`src/rtl/phold_pkg.sv`:
```
// Shared types and constants for the PHOLD event engine.
package phold_pkg;

    localparam logic [15:0] LFSR_TAPS = 16'hB400;

    typedef enum logic {
        RUN  = 1'b0,
        DONE = 1'b1
    } state_t;

    // Widest-case event record; modules size their own fields from parameters.
    typedef struct packed {
        logic [31:0] ts;
        logic [7:0]  lp_id;
    } evt_t;

    function automatic int lp_width(input int num_lp);
        return (num_lp > 1) ? $clog2(num_lp) : 1;
    endfunction

endpackage

```
`src/rtl/phold_evq.sv`:
```
// Sorted event queue: every step pops the head and inserts one event in a single cycle.
module phold_evq
    import phold_pkg::*;
#(
    parameter int QUEUE_DEPTH = 16,
    parameter int NUM_LP      = 8,
    parameter int TIME_W      = 14,
    localparam int LPW        = lp_width(NUM_LP)
) (
    input  logic              clk,
    input  logic              rst_n,
    input  logic              step,
    input  logic [TIME_W-1:0] ins_ts,
    input  logic [LPW-1:0]    ins_lp,
    output logic [TIME_W-1:0] head_ts,
    output logic [LPW-1:0]    head_lp
);

    logic [QUEUE_DEPTH-1:0][TIME_W-1:0] ts_q, ts_nxt;
    logic [QUEUE_DEPTH-1:0][LPW-1:0]    lp_q, lp_nxt;
    logic [QUEUE_DEPTH-1:0]             le;

    // le[i]: surviving entry i sits ahead of the new event (ties keep older first).
    always_comb begin
        le    = '0;
        le[0] = 1'b1;
        for (int i = 1; i < QUEUE_DEPTH; i++) begin
            le[i] = (ts_q[i] <= ins_ts);
        end
    end

    for (genvar j = 0; j < QUEUE_DEPTH; j++) begin : g_slot
        if (j < QUEUE_DEPTH - 1) begin : g_mid
            assign ts_nxt[j] = le[j+1] ? ts_q[j+1] : (le[j] ? ins_ts : ts_q[j]);
            assign lp_nxt[j] = le[j+1] ? lp_q[j+1] : (le[j] ? ins_lp : lp_q[j]);
        end else begin : g_tail
            assign ts_nxt[j] = le[j] ? ins_ts : ts_q[j];
            assign lp_nxt[j] = le[j] ? ins_lp : lp_q[j];
        end
    end

    always_ff @(posedge clk or negedge rst_n) begin
        if (!rst_n) begin
            for (int i = 0; i < QUEUE_DEPTH; i++) begin
                ts_q[i] <= TIME_W'(i);
                lp_q[i] <= LPW'(i % NUM_LP);
            end
        end else if (step) begin
            ts_q <= ts_nxt;
            lp_q <= lp_nxt;
        end
    end

    assign head_ts = ts_q[0];
    assign head_lp = lp_q[0];

endmodule

```
`src/rtl/phold_core.sv`:
```
// PHOLD engine: pops one event per clock until the head reaches END_TIME, then reports GVT.
// Optional statistics counters (evt_cnt, lp_hits) are built when PHOLD_STATS_EN is defined.
module phold_core
    import phold_pkg::*;
#(
    parameter int          NUM_LP      = 8,
    parameter int          QUEUE_DEPTH = 16,
    parameter int          TIME_W      = 14,
    parameter int          DELAY_BITS  = 4,
    parameter int          END_TIME    = 1000,
    parameter logic [15:0] LFSR_SEED   = 16'hACE1,
    localparam int         LPW         = lp_width(NUM_LP)
) (
    input  logic                   clk,
    input  logic                   rst_n,
    output logic [TIME_W-1:0]      gvt,
    output logic                   rtn_vld,
    output logic                   dbg_state,
    output logic [LPW-1:0]         dbg_lp
`ifdef PHOLD_STATS_EN
    ,
    output logic [31:0]            evt_cnt,
    output logic [NUM_LP*16-1:0]   lp_hits
`endif
);

    localparam logic [TIME_W-1:0] END_TS = TIME_W'(END_TIME);

    state_t            state, state_nxt;
    logic              step;
    logic [15:0]       lfsr, lfsr_nxt;
    logic [TIME_W-1:0] head_ts, new_ts;
    logic [LPW-1:0]    head_lp, new_lp;
    logic [TIME_W:0]   delay, sum;

    phold_evq #(
        .QUEUE_DEPTH (QUEUE_DEPTH),
        .NUM_LP      (NUM_LP),
        .TIME_W      (TIME_W)
    ) u_evq (
        .clk     (clk),
        .rst_n   (rst_n),
        .step    (step),
        .ins_ts  (new_ts),
        .ins_lp  (new_lp),
        .head_ts (head_ts),
        .head_lp (head_lp)
    );

    if (DELAY_BITS > 0) begin : g_dly
        assign delay = {{(TIME_W + 1 - DELAY_BITS){1'b0}}, lfsr[DELAY_BITS-1:0]};
    end else begin : g_nodly
        assign delay = '0;
    end

    // One extra bit of headroom so the increment can saturate instead of wrapping.
    assign sum      = {1'b0, head_ts} + delay + (TIME_W + 1)'(1);
    assign new_ts   = sum[TIME_W] ? '1 : sum[TIME_W-1:0];
    assign new_lp   = lfsr[15 -: LPW];
    assign lfsr_nxt = {1'b0, lfsr[15:1]} ^ (lfsr[0] ? LFSR_TAPS : 16'h0000);

    always_comb begin
        state_nxt = state;
        step      = 1'b0;
        case (state)
            RUN: begin
                if (head_ts >= END_TS) state_nxt = DONE;
                else                   step      = 1'b1;
            end
            DONE:    state_nxt = DONE;
            default: state_nxt = RUN;
        endcase
    end

    always_ff @(posedge clk or negedge rst_n) begin
        if (!rst_n) begin
            state   <= RUN;
            lfsr    <= LFSR_SEED;
            gvt     <= '0;
            rtn_vld <= 1'b0;
            dbg_lp  <= '0;
        end else begin
            state <= state_nxt;
            if (state == RUN) begin
                gvt    <= head_ts;
                dbg_lp <= head_lp;
            end
            if (step) lfsr <= lfsr_nxt;
            if (state_nxt == DONE) rtn_vld <= 1'b1;
        end
    end

    assign dbg_state = (state == DONE);

`ifdef PHOLD_STATS_EN
    always_ff @(posedge clk or negedge rst_n) begin
        if (!rst_n) begin
            evt_cnt <= '0;
            lp_hits <= '0;
        end else if (step) begin
            if (evt_cnt != '1) evt_cnt <= evt_cnt + 32'd1;
            for (int i = 0; i < NUM_LP; i++) begin
                if (new_lp == LPW'(i) && lp_hits[i*16 +: 16] != 16'hFFFF)
                    lp_hits[i*16 +: 16] <= lp_hits[i*16 +: 16] + 16'd1;
            end
        end
    end
`endif

endmodule

```
`config.mk`:
```
export PLATFORM = sky130hd
export DESIGN_NAME = phold_core
export DESIGN_NICKNAME = d
export VERILOG_FILES = /design/src/rtl/phold_pkg.sv /design/src/rtl/phold_evq.sv /design/src/rtl/phold_core.sv
export SDC_FILE = /design/constraint.sdc
export NUM_CORES = 1
export LEC_CHECK = 0
export CAP_MARGIN = 20
export CORE_ASPECT_RATIO = 2
export CORE_MARGIN = 5
export CORE_UTILIZATION = 50
export CTS_BUF_LIST = sky130_fd_sc_hd__clkbuf_4
export DETAILED_ROUTE_END_ITERATION = 8
export GPL_TIMING_DRIVEN = 0
export PLACE_DENSITY = 0.7
export REMOVE_ABC_BUFFERS = 1
export SYNTH_ARGS = -nofsm -noshare
export SYNTH_HDL_FRONTEND = slang
export SYNTH_SLANG_ARGS = --single-unit
```
`constraint.sdc`:
```
create_clock -name clk -period 7.04 [get_ports clk]
set_input_delay 1.056 -clock clk [delete_from_list [all_inputs] [get_ports clk]]
set_output_delay 1.056 -clock clk [all_outputs]
set_load 0.005 [all_outputs]
```
==> reports/qor.csv <==
metric,value,unit
pin count of the biggest net entering global routing,124,
die footprint,40600,um2
Internal,0.00249,W
post-CTS setup buffer count,0,
f_max,162,MHz
final hold vios,0,
first-pass GRT wire length,86900,um
Least-Margin Pin Slew,1.13,ns
Hold Crit Class,input port to async pin,
fraction of layout cells with a size suffix above 1,0.149,
sequential power share,0.537,
met2 wire len,29400,um
Placer Congestion,0.879,
fill count,3197,
RSZ-0062 raised after global routing,no,
Clock Power Share,0.451,
Worst path max stage delay,0.74,ns
Gate power share,0.012,
R2R Setup Slk,0.87,ns
io pins,21,
Mapped Avg Cell Area,10.7,um2
cell depth of the worst setup path,16,
Tmin final,6.17,ns
Yosys cell types,72,
top routing layer used,met4,
Post-synth EDFFs,0,
R2R cell count,16,
VDD IR-drop max,0.152,mV
DP HPWL,39400,um
Worst EP required,7.66,ns
Placed Cells,2104,
final core utilization,0.547,
DR WL met3,2540,um
CTS Root Cell,clkbuf_4,
Final WS setup,0.872,ns
post-synthesis register bit count,307,
pre-CTS setup slack,0.696,ns
"Max FO, Critical Path",19,
Worst path top cell family by delay,simple AND/OR/NAND/NOR gates,
sequential share of the synthesized area,0.425,
Die Span X,145,um
crit end category,flop,
Clock Sinks,307,
TritonCTS clock tree,yes,
Skew-Pair Late Insertion Delay,0.76,ns
CP max-delay cell,a2bb2oi_2,
Synth Cell Area,18200,um2
vias in the first global route,15800,
fin area,19900,um2
Initial Utilization,0.503,
Clock Tree Buf Depth,3,
PD cells,165,nW/um2
DRC viols,0,
residual overflow from global routing,0,
std cell rows,99,
cell taking the most area after synthesis,dfrtp_1,
fraction of synthesized cell area taken by the top area cell type,0.333,
ys flop type,dfrtp_1,
relative slew slack,0.243,
Psw,0.000795,W
Layout Cells excl Fill,2235,
htree depth,3,
Leak Pwr,9.76,nW
"CTS clk-pin slew, worst paths",0.07,ns
"most common cell after layout, fill and taps aside",dfrtp_1,
crit path DAT,6.79,ns
WL per Instance,25.1,um
Async SR Flop Fraction,1.00,
DR vias,15100,
run status,completed,
Max-Cap Viols,0,
initial antenna violation count,2,
final setup fails,0,
Vias/cell,6.74,
CP Cell Sequence,inv_1 -> ha_1 -> inv_1 -> fa_1 -> a211oi_2 -> or3_1 -> nor2_1 -> or2_2 -> inv_1 -> ha_1 -> nand4_1 -> nor4_2 -> a2111oi_0 -> a2bb2oi_2 -> o21ai_2 -> a221o_1,
PortBufs,20,
period utilization,0.876,
skew final,0.0379,ns
GRT Util Overall,0.271,
Die Ht,280,um
total wire length,56200,um
"Slew Viols, Final",0,
P&R area growth vs syn,8.84,%
cts hold-fix bufs,0,
post_cts resized,0,
CP Class,flop to flop,
Startpoint Class,flop,
WP buf/inv,3,
Area after DPL,18900,um2
switching part of the total,0.242,
tightest hold margin,0.302,ns
WL met1,19100,um
top post-synthesis cells by area,"dfrtp_1, ha_1, dfstp_2",
synth warn,0,
Layout Nets,1942,
most frequent cells in the layout,"dfrtp_1, ha_1, a221o_1",
CTS Buf Count,72,
CP most frequent cell,inv_1,
First DRT Iteration DRCs,1229,
Cells after Synth,1703,
Final ANT Viol Nets,0,
drt first pass iters,8,
core region area,36300,um2
[per-stage QoR]
step / setup TNS, ns / power [W]
2_1_floorplan: 0 / 0.00180
3_3_place_gp: -2426.28 / 0.00183
3_5_place_dp: 0 / 0.00184
4_1_cts: 0 / 0.00332
5_1_grt: 0 / 0.00340
6_report: 0 / 0.00329
[power groups by stage]
stage	combinational, W	sequential [W]	clock (W)
after floorplan	0.00000000500	0.00180	0
after global placement	0.0000349	0.00180	0
after detailed placement	0.0000405	0.00180	0
after CTS	0.0000406	0.00176	0.00151
after global routing	0.0000457	0.00176	0.00159
final	0.0000382	0.00176	0.00148
[synth_stat cells, types with 8 or more instances]
cell type  number
a21boi_0       12
a21o_1         24
a21oi_1        94
a221o_1       132
a222oi_1       13
a22o_1         63
a32oi_1        21
and2_1         10
and3_1        103
and4_1         20
buf_2          40
clkbuf_1       31
dfrtp_1       243
dfstp_2        64
ha_1          214
inv_1          70
mux2_2         26
mux2i_1        10
nand2_1       113
nand3_1        22
nand4_1        28
nor2_1         65
nor2b_1        15
nor3_1         33
o21a_1         19
o21ai_0        50
o21ai_2        13
o22ai_1         9
o2bb2ai_1      20
o31a_1         10
o31ai_1         8
[logic make-up after synthesis]
family / Yosys count / share of synthesized area
xor gates and xnor gates: 7 / 0.00336
adders and majority gates: 215 / 0.148
buffers and inverters: 157 / 0.0391
and+or+nand+nor: 440 / 0.127
AOI/OAI and AO/OA: 541 / 0.236
muxes: 36 / 0.0215
DFF: 307 / 0.425
[flip-flops by register name, summed over array words and instances, names as in the netlist]
register       count
rtn_vld            1
u_evq.head_lp      3
u_evq.head_ts     14
dbg_lp             3
gvt               14
u_evq.lp_q        45
dbg_state          1
lfsr              16
u_evq.ts_q       210
[routing by layer]
layer / up-vias / track usage
met3: 288 / 0.0444
met1: 7431 / 0.271
met5: - / 0
met4: 0 / 0.222
li1: 6730 / -
met2: 616 / 0.490
[area by class of cell]
class / instances / area [um2] / share of cell area
Antenna cell: 2 / 5.00 / 0.000252
Clock buffer: 112 / 841 / 0.0423
Clock inverter: 16 / 61.3 / 0.00309
Inverter: 71 / 269 / 0.0135
Multi-Input combinational cell: 1239 / 9820 / 0.495
Sequential cell: 307 / 7760 / 0.391
Tap cell: 454 / 568 / 0.0286
Timing Repair Buffer: 34 / 533 / 0.0268
[path summary, 6_finish.rpt]
| check | startpoint | endpoint |
|---|---|---|
| min | rst_n | u_evq.ts_q[152]$_DFFE_PN0P_ |
| max in group asynchronous | rst_n | gvt[12]$_DFFE_PN0N_ |
| min in group clk | lfsr[6]$_DFFE_PN1P_ | lfsr[5]$_DFFE_PN1P_ |
| max reg2reg | lfsr[0]$_DFFE_PN1P_ | u_evq.ts_q[134]$_DFFE_PN0P_ |
| min reg2reg | lfsr[6]$_DFFE_PN1P_ | lfsr[5]$_DFFE_PN1P_ |
| max | lfsr[0]$_DFFE_PN1P_ | u_evq.ts_q[134]$_DFFE_PN0P_ |
(Power assumes the default switching activity.)
